File: config.mk
export PLATFORM = sky130hd
export DESIGN_NAME = lfsr_bin_packer_flat
export DESIGN_NICKNAME = d
export VERILOG_FILES = /design/src/rtl/lfsr_bin_packer_if.sv /design/src/rtl/lfsr_bin_packer.sv /design/src/flat_wrapper.sv
export SDC_FILE = /design/constraint.sdc
export NUM_CORES = 1
export LEC_CHECK = 0
export ABC_CLOCK_PERIOD_IN_PS = 3900
export CORE_ASPECT_RATIO = 0.7
export CORE_MARGIN = 2
export CORE_UTILIZATION = 30
export CTS_CLUSTER_DIAMETER = 40
export DETAILED_ROUTE_END_ITERATION = 10
export GPL_TIMING_DRIVEN = 1
export SYNTH_ARGS = -nofsm -noshare
export SYNTH_HDL_FRONTEND = slang
export SYNTH_SLANG_ARGS = --single-unit
File: constraint.sdc
create_clock -name aclk -period 3.9 [get_ports aclk]
set_input_delay 0.78 -clock aclk [delete_from_list [all_inputs] [get_ports aclk]]
set_output_delay 0.78 -clock aclk [all_outputs]
set_load 0.02 [all_outputs]
File: src/rtl/lfsr_bin_packer_if.sv
// AXI-Stream style output channel carrying packed {header, count, base, number} words.
interface lfsr_bin_packer_if;
  logic [31:0] tdata;
  logic        tvalid;
  logic        tready;

  modport master (output tdata, output tvalid, input tready);
  modport slave  (input tdata, input tvalid, output tready);
endinterface

File: src/rtl/lfsr_bin_packer.sv
// Pseudo-random byte source that bins each sample by its top 3 bits and streams
// {0, bin count, bin base, number} words so a downstream RAM can store at base + count.
module lfsr_bin_packer #(
  parameter logic [7:0] SEED        = 8'hA5,
  parameter int         NUM_SAMPLES = 32,
  parameter int         BIN_STRIDE  = 4,
  parameter int         BIN_DEPTH   = 4
) (
  input  logic                      aclk,
  input  logic                      areset,
  input  logic                      start,
  output logic                      busy,
  output logic                      done,
  output logic [7:0]                bin_full,
  output logic [7:0]                drop_count,
  lfsr_bin_packer_if.master         m_axis
);

  typedef enum logic [1:0] {IDLE, RUN, DRAIN, DONE} state_t;

  localparam logic [7:0]  SEED_EFF = (SEED == 8'h00) ? 8'h01 : SEED;
  localparam logic [15:0] LAST_IDX = 16'(NUM_SAMPLES - 1);
  localparam logic [7:0]  DEPTH    = 8'(BIN_DEPTH);

  function automatic logic [7:0] lfsr_next(input logic [7:0] q);
    return {q[6:0], q[7] ^ q[5] ^ q[4] ^ q[3]};
  endfunction

  function automatic logic [11:0] bin_base(input logic [2:0] b);
    return 12'(int'(b) * BIN_STRIDE);
  endfunction

  function automatic logic [7:0] sat_inc8(input logic [7:0] v);
    return (v == 8'hFF) ? v : v + 8'd1;
  endfunction

  state_t      state_q, state_d;
  logic [7:0]  lfsr_q, lfsr_d;
  logic [7:0]  cnt_q [8];
  logic [7:0]  cnt_d [8];
  logic [7:0]  drop_q, drop_d;
  logic [15:0] scnt_q, scnt_d;
  logic [31:0] tdata_q, tdata_d;
  logic        tvalid_q, tvalid_d;
  logic        busy_q, busy_d;
  logic        done_q, done_d;

  logic        sample;
  logic [2:0]  bin;
  logic [7:0]  cur_cnt;

  always_comb begin
    state_d  = state_q;
    lfsr_d   = lfsr_q;
    cnt_d    = cnt_q;
    drop_d   = drop_q;
    scnt_d   = scnt_q;
    tdata_d  = tdata_q;
    // A handshake frees the slot; a new accepted sample below may refill it at once.
    tvalid_d = tvalid_q & ~m_axis.tready;

    sample  = (state_q == RUN) && (!tvalid_q || m_axis.tready);
    bin     = lfsr_q[7:5];
    cur_cnt = cnt_q[bin];

    case (state_q)
      IDLE, DONE: begin
        if (start) begin
          state_d = RUN;
          drop_d  = '0;
          scnt_d  = '0;
          for (int i = 0; i < 8; i++) cnt_d[i] = '0;
        end
      end
      RUN: begin
        if (sample) begin
          lfsr_d = lfsr_next(lfsr_q);
          scnt_d = scnt_q + 16'd1;
          if (cur_cnt < DEPTH) begin
            tdata_d    = {4'b0000, cur_cnt, bin_base(bin), lfsr_q};
            tvalid_d   = 1'b1;
            cnt_d[bin] = cur_cnt + 8'd1;
          end else begin
            drop_d = sat_inc8(drop_q);
          end
          if (scnt_q == LAST_IDX) state_d = DRAIN;
        end
      end
      DRAIN: begin
        if (!tvalid_q || m_axis.tready) state_d = DONE;
      end
      default: state_d = IDLE;
    endcase

    busy_d = (state_d == RUN) || (state_d == DRAIN);
    done_d = (state_d == DONE);
  end

  always_ff @(posedge aclk) begin
    if (areset) begin
      state_q  <= IDLE;
      lfsr_q   <= SEED_EFF;
      drop_q   <= '0;
      scnt_q   <= '0;
      tdata_q  <= '0;
      tvalid_q <= 1'b0;
      busy_q   <= 1'b0;
      done_q   <= 1'b0;
      for (int i = 0; i < 8; i++) cnt_q[i] <= '0;
    end else begin
      state_q  <= state_d;
      lfsr_q   <= lfsr_d;
      drop_q   <= drop_d;
      scnt_q   <= scnt_d;
      tdata_q  <= tdata_d;
      tvalid_q <= tvalid_d;
      busy_q   <= busy_d;
      done_q   <= done_d;
      for (int i = 0; i < 8; i++) cnt_q[i] <= cnt_d[i];
    end
  end

  always_comb begin
    bin_full = '0;
    for (int i = 0; i < 8; i++) bin_full[i] = (cnt_q[i] >= DEPTH);
  end

  assign m_axis.tdata  = tdata_q;
  assign m_axis.tvalid = tvalid_q;
  assign busy          = busy_q;
  assign done          = done_q;
  assign drop_count    = drop_q;

endmodule

File: src/flat_wrapper.sv
// flat-port wrapper written by rule: the top's interface ports become plain ports
module lfsr_bin_packer_flat 
#(
  parameter logic [7:0] SEED        = 8'hA5,
  parameter int         NUM_SAMPLES = 32,
  parameter int         BIN_STRIDE  = 4,
  parameter int         BIN_DEPTH   = 4
)
  (aclk, areset, start, busy, done, bin_full, drop_count, m_axis_tdata, m_axis_tvalid, m_axis_tready);
  lfsr_bin_packer_if m_axis_i ();
  input  logic aclk;
  input  logic areset;
  input  logic start;
  output logic busy;
  output logic done;
  output logic [7:0] bin_full;
  output logic [7:0] drop_count;
  output wire logic [$bits(m_axis_i.tdata)-1:0] m_axis_tdata;
  output wire logic [$bits(m_axis_i.tvalid)-1:0] m_axis_tvalid;
  input wire logic [$bits(m_axis_i.tready)-1:0] m_axis_tready;
  assign m_axis_tdata = m_axis_i.tdata;
  assign m_axis_tvalid = m_axis_i.tvalid;
  assign m_axis_i.tready = m_axis_tready;
  lfsr_bin_packer #(.SEED(SEED), .NUM_SAMPLES(NUM_SAMPLES), .BIN_STRIDE(BIN_STRIDE), .BIN_DEPTH(BIN_DEPTH)) u_core (.aclk(aclk), .areset(areset), .start(start), .busy(busy), .done(done), .bin_full(bin_full), .drop_count(drop_count), .m_axis(m_axis_i));
endmodule
Word-level counts from Yosys, hierarchy flattened
Cells that the tools add are included.
{ "totals": {"regBits": 120, "input_bits": 4, "output_inout_bits": 51, "word_cells": 88} }
{ "op_classes": {"add_sub_neg": 3, "magnitude_cmp": 11, "n_eq_ne": 13, "n_mux": 26, "bitwise": 6, "reduce_logical": 13} }
{ "op_table": {"columns": ["op", "count"], "rows": [
  ["2-to-1 mux 64 bit", 3],
  ["one-hot mux 64 bit (2 select lines)", 1],
  ["bitwise mux 64 bit", 1],
  ["greater-or-equal comparator 8 x 3 -> 1 bit (second input constant)", 8],
  ["2-to-1 mux 8 bit", 7],
  ["2-to-1 mux 16 bit", 2],
  ["one-hot mux 16 bit (2 select lines)", 1],
  ["binary-select mux 8 bit (select 3 bit)", 1],
  ["demux 8 bit (select 3 bit)", 1],
  ["adder 16 x 1 -> 16 bit (second input constant)", 1],
  ["adder 8 x 1 -> 8 bit (second input constant)", 2],
  ["== test 16 x 5 -> 1 bit (second input constant)", 1],
  ["one-hot mux 8 bit (2 select lines)", 1],
  ["== test 2 bit (second input constant)", 4],
  ["== test 8 bit (second input constant)", 1],
  ["less-than comparator 8 x 3 -> 1 bit (second input constant)", 1],
  ["2-to-1 mux 2 bit", 4],
  ["inequality test 2 bit (second input constant)", 4],
  ["one-hot mux 2 bit (3 select lines)", 1],
  ["AND reduction 3 bit", 2],
  ["AND reduction 5 bit", 1],
  ["== test 2 x 1 -> 1 bit (second input constant)", 2],
  ["greater-or-equal comparator 4 bit (second input constant)", 1],
  ["less-than comparator 4 x 1 -> 1 bit (second input constant)", 1],
  ["14 further kinds", 20]
]} }

Longest topological paths before layout
{ "logic_depth": {"word_depth": 9, "depth_mapped": 12, "depth_no_buf": 9} }

Worst setup path before layout
No wires, ideal clock.
{ "synth_path": {"path_kind": "register to register", "startpoint": "register u_core.lfsr_q[5]", "endpoint": "register u_core.cnt_q[42] (netlist name)", "setup_ns": 0.087, "arrival_time_ns": 2.830, "required_time_ns": 3.813, "path_slack_ns": 0.983, "stages_incl_launch_ff": 11, "path_buffers": 4, "period_less_slack_ns": 2.917, "path_cell_list": "dfxtp_1 buf_6 buf_2 buf_1 mux4_2 mux2_2 ha_1 xnor2_1 or3_1 clkbuf_1 o31ai_1"} }
{ "synth_between": {"elab_chain_len": 9, "elab_cells_between_ends": 17, "cone_classes": "add/sub: 1; order compare: 3; eq/ne: 1; mux: 9; bitwise: 1; reduce/logical: 2"} }
{ "synth_lines": {"columns": ["element", "line_no", "rtl"], "rows": [
  ["from (decl)", "lfsr_bin_packer.sv:38", "logic [7:0] lfsr_q, lfsr_d;"],
  ["from (signal assigned)", "lfsr_bin_packer.sv:112", "lfsr_q <= lfsr_d;"],
  ["inverter 3 -> 4 bit (implied by the code) *", "lfsr_bin_packer.sv:64", "cur_cnt = cnt_q[bin];"],
  ["binary-select mux 8 bit (select 3 bit) *", "lfsr_bin_packer.sv:64", null],
  ["2-to-1 mux 8 bit (implied by the code) * (2 in series)", "lfsr_bin_packer.sv:64", null],
  ["named net u_core.cur_cnt[1]", "lfsr_bin_packer.sv:50", "logic [7:0] cur_cnt;"],
  ["adder 8 x 1 -> 8 bit", "lfsr_bin_packer.sv:82", "cnt_d[bin] = cur_cnt + 8'd1;"],
  ["bitwise mux 64 bit", "lfsr_bin_packer.sv:82", null],
  ["2-to-1 mux 64 bit", "lfsr_bin_packer.sv:79", "if (cur_cnt < DEPTH) begin"],
  ["2-to-1 mux 64 bit", "lfsr_bin_packer.sv:76", "if (sample) begin"],
  ["one-hot mux 64 bit (2 select lines)", "lfsr_bin_packer.sv:66", "case (state_q)"],
  ["to (decl)", "lfsr_bin_packer.sv:39", "logic [7:0] cnt_q [8];"]
]} }
Mark *: on every way through the listed nets, which the timed path passes. The rest lies on a longest branch. The select of a mux whose other input is x is not followed.
A chain may end at the register's enable or synchronous reset.

Worst setup path in the final report
{ "layout_path": {"startpoint": "register u_core.lfsr_q[6]", "endpoint": "register u_core.cnt_q[42] (netlist name)"} }
{ "layout_between": {"elab_chain_len": 9, "elab_cells_between_ends": 17, "cone_classes": "add/sub: 1; order compare: 3; eq/ne: 1; mux: 9; bitwise: 1; reduce/logical: 2"} }
{ "layout_lines": {"columns": ["element", "line_no"], "rows": [
  ["inverter 3 -> 4 bit (implied by the code) *", "lfsr_bin_packer.sv:64, lfsr_bin_packer.sv:82"],
  ["binary-select mux 8 bit (select 3 bit), or another cell as far along", "lfsr_bin_packer.sv:64"],
  ["2-to-1 mux 8 bit (implied by the code) or logical AND 1 bit (tied branches)", "lfsr_bin_packer.sv:64, lfsr_bin_packer.sv:82"],
  ["2-to-1 mux 8 bit, on equally long branches", "lfsr_bin_packer.sv:64, lfsr_bin_packer.sv:82"],
  ["adder 8 x 1 -> 8 bit or demux 8 bit (select 3 bit) (tied branches)", "lfsr_bin_packer.sv:82"],
  ["bitwise mux 64 bit", "lfsr_bin_packer.sv:82"],
  ["2-to-1 mux 64 bit", "lfsr_bin_packer.sv:79"],
  ["2-to-1 mux 64 bit", "lfsr_bin_packer.sv:76"],
  ["one-hot mux 64 bit (2 select lines)", "lfsr_bin_packer.sv:66"]
]} }
Mark *: on every way between the ends. The rest lies on a longest branch, timed or not. The select of a mux whose other input is x is not followed.

==> flow_metrics.env <==
export IMPL_status="finished, final reports clean"
export IMPL_synth_area_top_cells="dfxtp_1, mux2i_1, nand2_1, and2_1, nor2_1"
export IMPL_synth_seq_cells=117
export IMPL_drc_errors=0
export IMPL_grt_total_usage=0.1385
export IMPL_fin_crit_sh=0.8604
export IMPL_leakagePower_uw=0.002401
export IMPL_die_h_um=111.6
export IMPL_cts_htree_levels=4
export IMPL_final_hold_viol_count=0
export IMPL_grt_util_met1=0.2015
export IMPL_clock_sinks=117
export IMPL_critPathKind="flip-flop to flip-flop"
export IMPL_rsz0062_at_grt="no"
export IMPL_globalplace_congestion=0.8263
export IMPL_pin_count=55
export IMPL_initial_core_util=0.3055
export IMPL_ys_seq_area_frac=0.4718
export IMPL_end_kind="flip-flop"
export IMPL_synthArstFlopShare=0
export IMPL_n_antenna_cell=0
export IMPL_finalCriticalPeriod_ns=3.355
export IMPL_finalNonFillerCells=815
export IMPL_setup_tns_ns=0
export IMPL_wire_per_inst_um=14.09
export IMPL_clk_latency_ns=0.41
export IMPL_fmax_mhz=298.0
export IMPL_antenna_found_initial=0
export IMPL_drive_gt1_frac=0.09153
export IMPL_syn_to_final_growth_pct=23.59
export IMPL_cts_root_buf="clkbuf_16"
export IMPL_synth_top_area_cell="dfxtp_1"
export IMPL_finClkSkew_ns=0.008221
export IMPL_postCtsHoldBufs=0
export IMPL_relSlewSlack=0.2719
export IMPL_path_clk_slew_ns=0.05
export IMPL_die_area_um2=17610
export IMPL_final_nets=588
export IMPL_rows=39
export IMPL_postCtsSetupBuffers=0
export IMPL_timing_critical_path_cells="mux2i_1 > o21ai_0 > a211o_1 > nor3_1 > nand2_1 > or3_1 > o31ai_1"
export IMPL_core_region_area_um2=16250
export IMPL_synth_cell_types=59
export IMPL_portBuffers=41
export IMPL_cp_start_kind="flip-flop"
export IMPL_use_met2=0.1907
export IMPL_synth_commonest_cells="dfxtp_1, nand2_1, nor2_1"
export IMPL_power_density_nw_per_um2=523.1
export IMPL_post_synth_cell_area_avg_um2=9.093
export IMPL_slowest_stage="dfxtp_1"
export IMPL_synth_top_area_frac=0.4718
export IMPL_synth_edf_count=0
export IMPL_critPathArrivalTime_ns=3.67
export IMPL_route_vias_total=3817
export IMPL_place_area_um2=5510
export IMPL_netlist_area_um2=4965
export IMPL_via_per_inst=4.683
export IMPL_grt_use_met3=0.03815
export IMPL_gr_total_overflow=0
export IMPL_wirelength_um=11480
export IMPL_grt_start_max_net_pins=41
export IMPL_synthFlopType="dfxtp_1"
export IMPL_grt_pass1_wl_um=19260
export IMPL_dp_cells=784
export IMPL_ys_warn_count=0
export IMPL_setup_viol=0
export IMPL_postLayoutCellArea_um2=6136
export IMPL_dp_hpwl_um=8088
export IMPL_worst_hold_path_type="flip-flop to flip-flop"
export IMPL_die_width_um=157.8
export IMPL_cts_resized=0
export IMPL_worst_pin_slew_ns=1.087
export IMPL_cts_tree="yes"
export IMPL_vdd_ir_drop_max_mv=0.3293
export IMPL_cp_required_ns=4.21
export IMPL_drv_slew=0
export IMPL_synth_most_common_cell="dfxtp_1"
export IMPL_drv_cap=0
export IMPL_synthCells=546
export IMPL_grt_pass1_vias=3818
export IMPL_crit_fanout=26
export IMPL_cts_buffers=17
export IMPL_antenna_left=0
export IMPL_drt_iter0_drc=268
export IMPL_top_usage_layer="met1"
export IMPL_cpPeakStageDelay_ns=0.88
export IMPL_cts_buffer_depth=2
export IMPL_dr_pass1_iters=5
==> critical path, delay by kind of cell (launching register included) <==
| family | cells | cell delay [ns] |
|---|---|---|
| mux | 1 | 0.27 |
| simple gates | 3 | 1.36 |
| compound gates | 3 | 0.73 |
| flops | 1 | 0.88 |
==> routing by layer <==
metal | up-vias | part of all wire | wire, um
met5 | - | 0 | 0
met4 | 0 | 0.018 | 203
met3 | 18 | 0.059 | 672
met2 | 106 | 0.41 | 4669
met1 | 1783 | 0.52 | 5938
li1 | 1910 | - | -
==> where the power goes <==
part	internal, uW	total, uW	switching, uW
combinational	109	307	198
sequential	1220	1260	36.4
clock	1110	1650	532
total	2440	3210	766
==> cell usage in the layout (no fill, tap or decap), drive strengths merged, types with 6 or more instances in the layout <==
cell type,n
dfxtp,117
nand2,73
nor2,51
and2,41
clkdlybuf4s50,41
mux2i,32
clkbuf,23
nor3,19
a21oi,18
nand3,14
o21ai,14
conb,13
nor4,9
nor2b,8
xnor2,8
xor2,8
or3,8
inv,7
nand4,6
nor3b,6
ha,6
buf,6
==> flip-flops by register name, summed over array words and instances, names as in the netlist <==
name,count
u_core.busy,1
u_core.cnt_q,64
u_core.done,1
u_core.drop_count,8
u_core.lfsr_q,8
u_core.m_axis.tdata,16
u_core.m_axis.tvalid,1
u_core.scnt_q,16
u_core.state_q,2
==> metrics by stage <==
step             util  power [uW]  worst slack (ns)  hold WS [ns]
6_report       0.3776        3209            0.5446        0.4476
2_1_floorplan       -        1515            0.9829        0.4209
5_1_grt        0.3776        3323            0.2889        0.4732
4_1_cts        0.3776        3238            0.5857        0.4527
3_3_place_gp   0.3391        1577            0.6397        0.4338
3_5_place_dp   0.3391        1583            0.5594        0.4387
==> path summary, 6_finish.rpt <==
check	from	end	slack [ns]	cells past startpoint
max	u_core.lfsr_q[6]	u_core.cnt_q[42]	0.54	7
min	u_core.cnt_q[31]	u_core.cnt_q[31]	0.45	1
max reg2reg	u_core.lfsr_q[6]	u_core.cnt_q[42]	0.54	7
min reg2reg	u_core.cnt_q[31]	u_core.cnt_q[31]	0.45	1
==> cell families after synthesis <==
kind of cell | count (synthesis) | synth area share
muxes | 35 | 0.07586
and+or+nand+nor | 254 | 0.2611
AOI/OAI and AO/OA | 64 | 0.08871
other | 1 | 0.0007553
buffers and inverters | 53 | 0.05847
adders and majority gates | 6 | 0.01512
DFF | 117 | 0.4718
xor gates and xnor gates | 16 | 0.02823
==> final cells by class <==
type | count | area (um2)
Multi-Input combinational cell | 388 | 2392
Timing Repair Buffer | 47 | 467.9
Sequential cell | 117 | 2342
Clock buffer | 23 | 478.0
Tap cell | 225 | 281.5
Inverter | 7 | 26.28
Fill cell | 1583 | 10110
Clock inverter | 8 | 147.6
No activity file was read; power rests on OpenSTA's default activity.
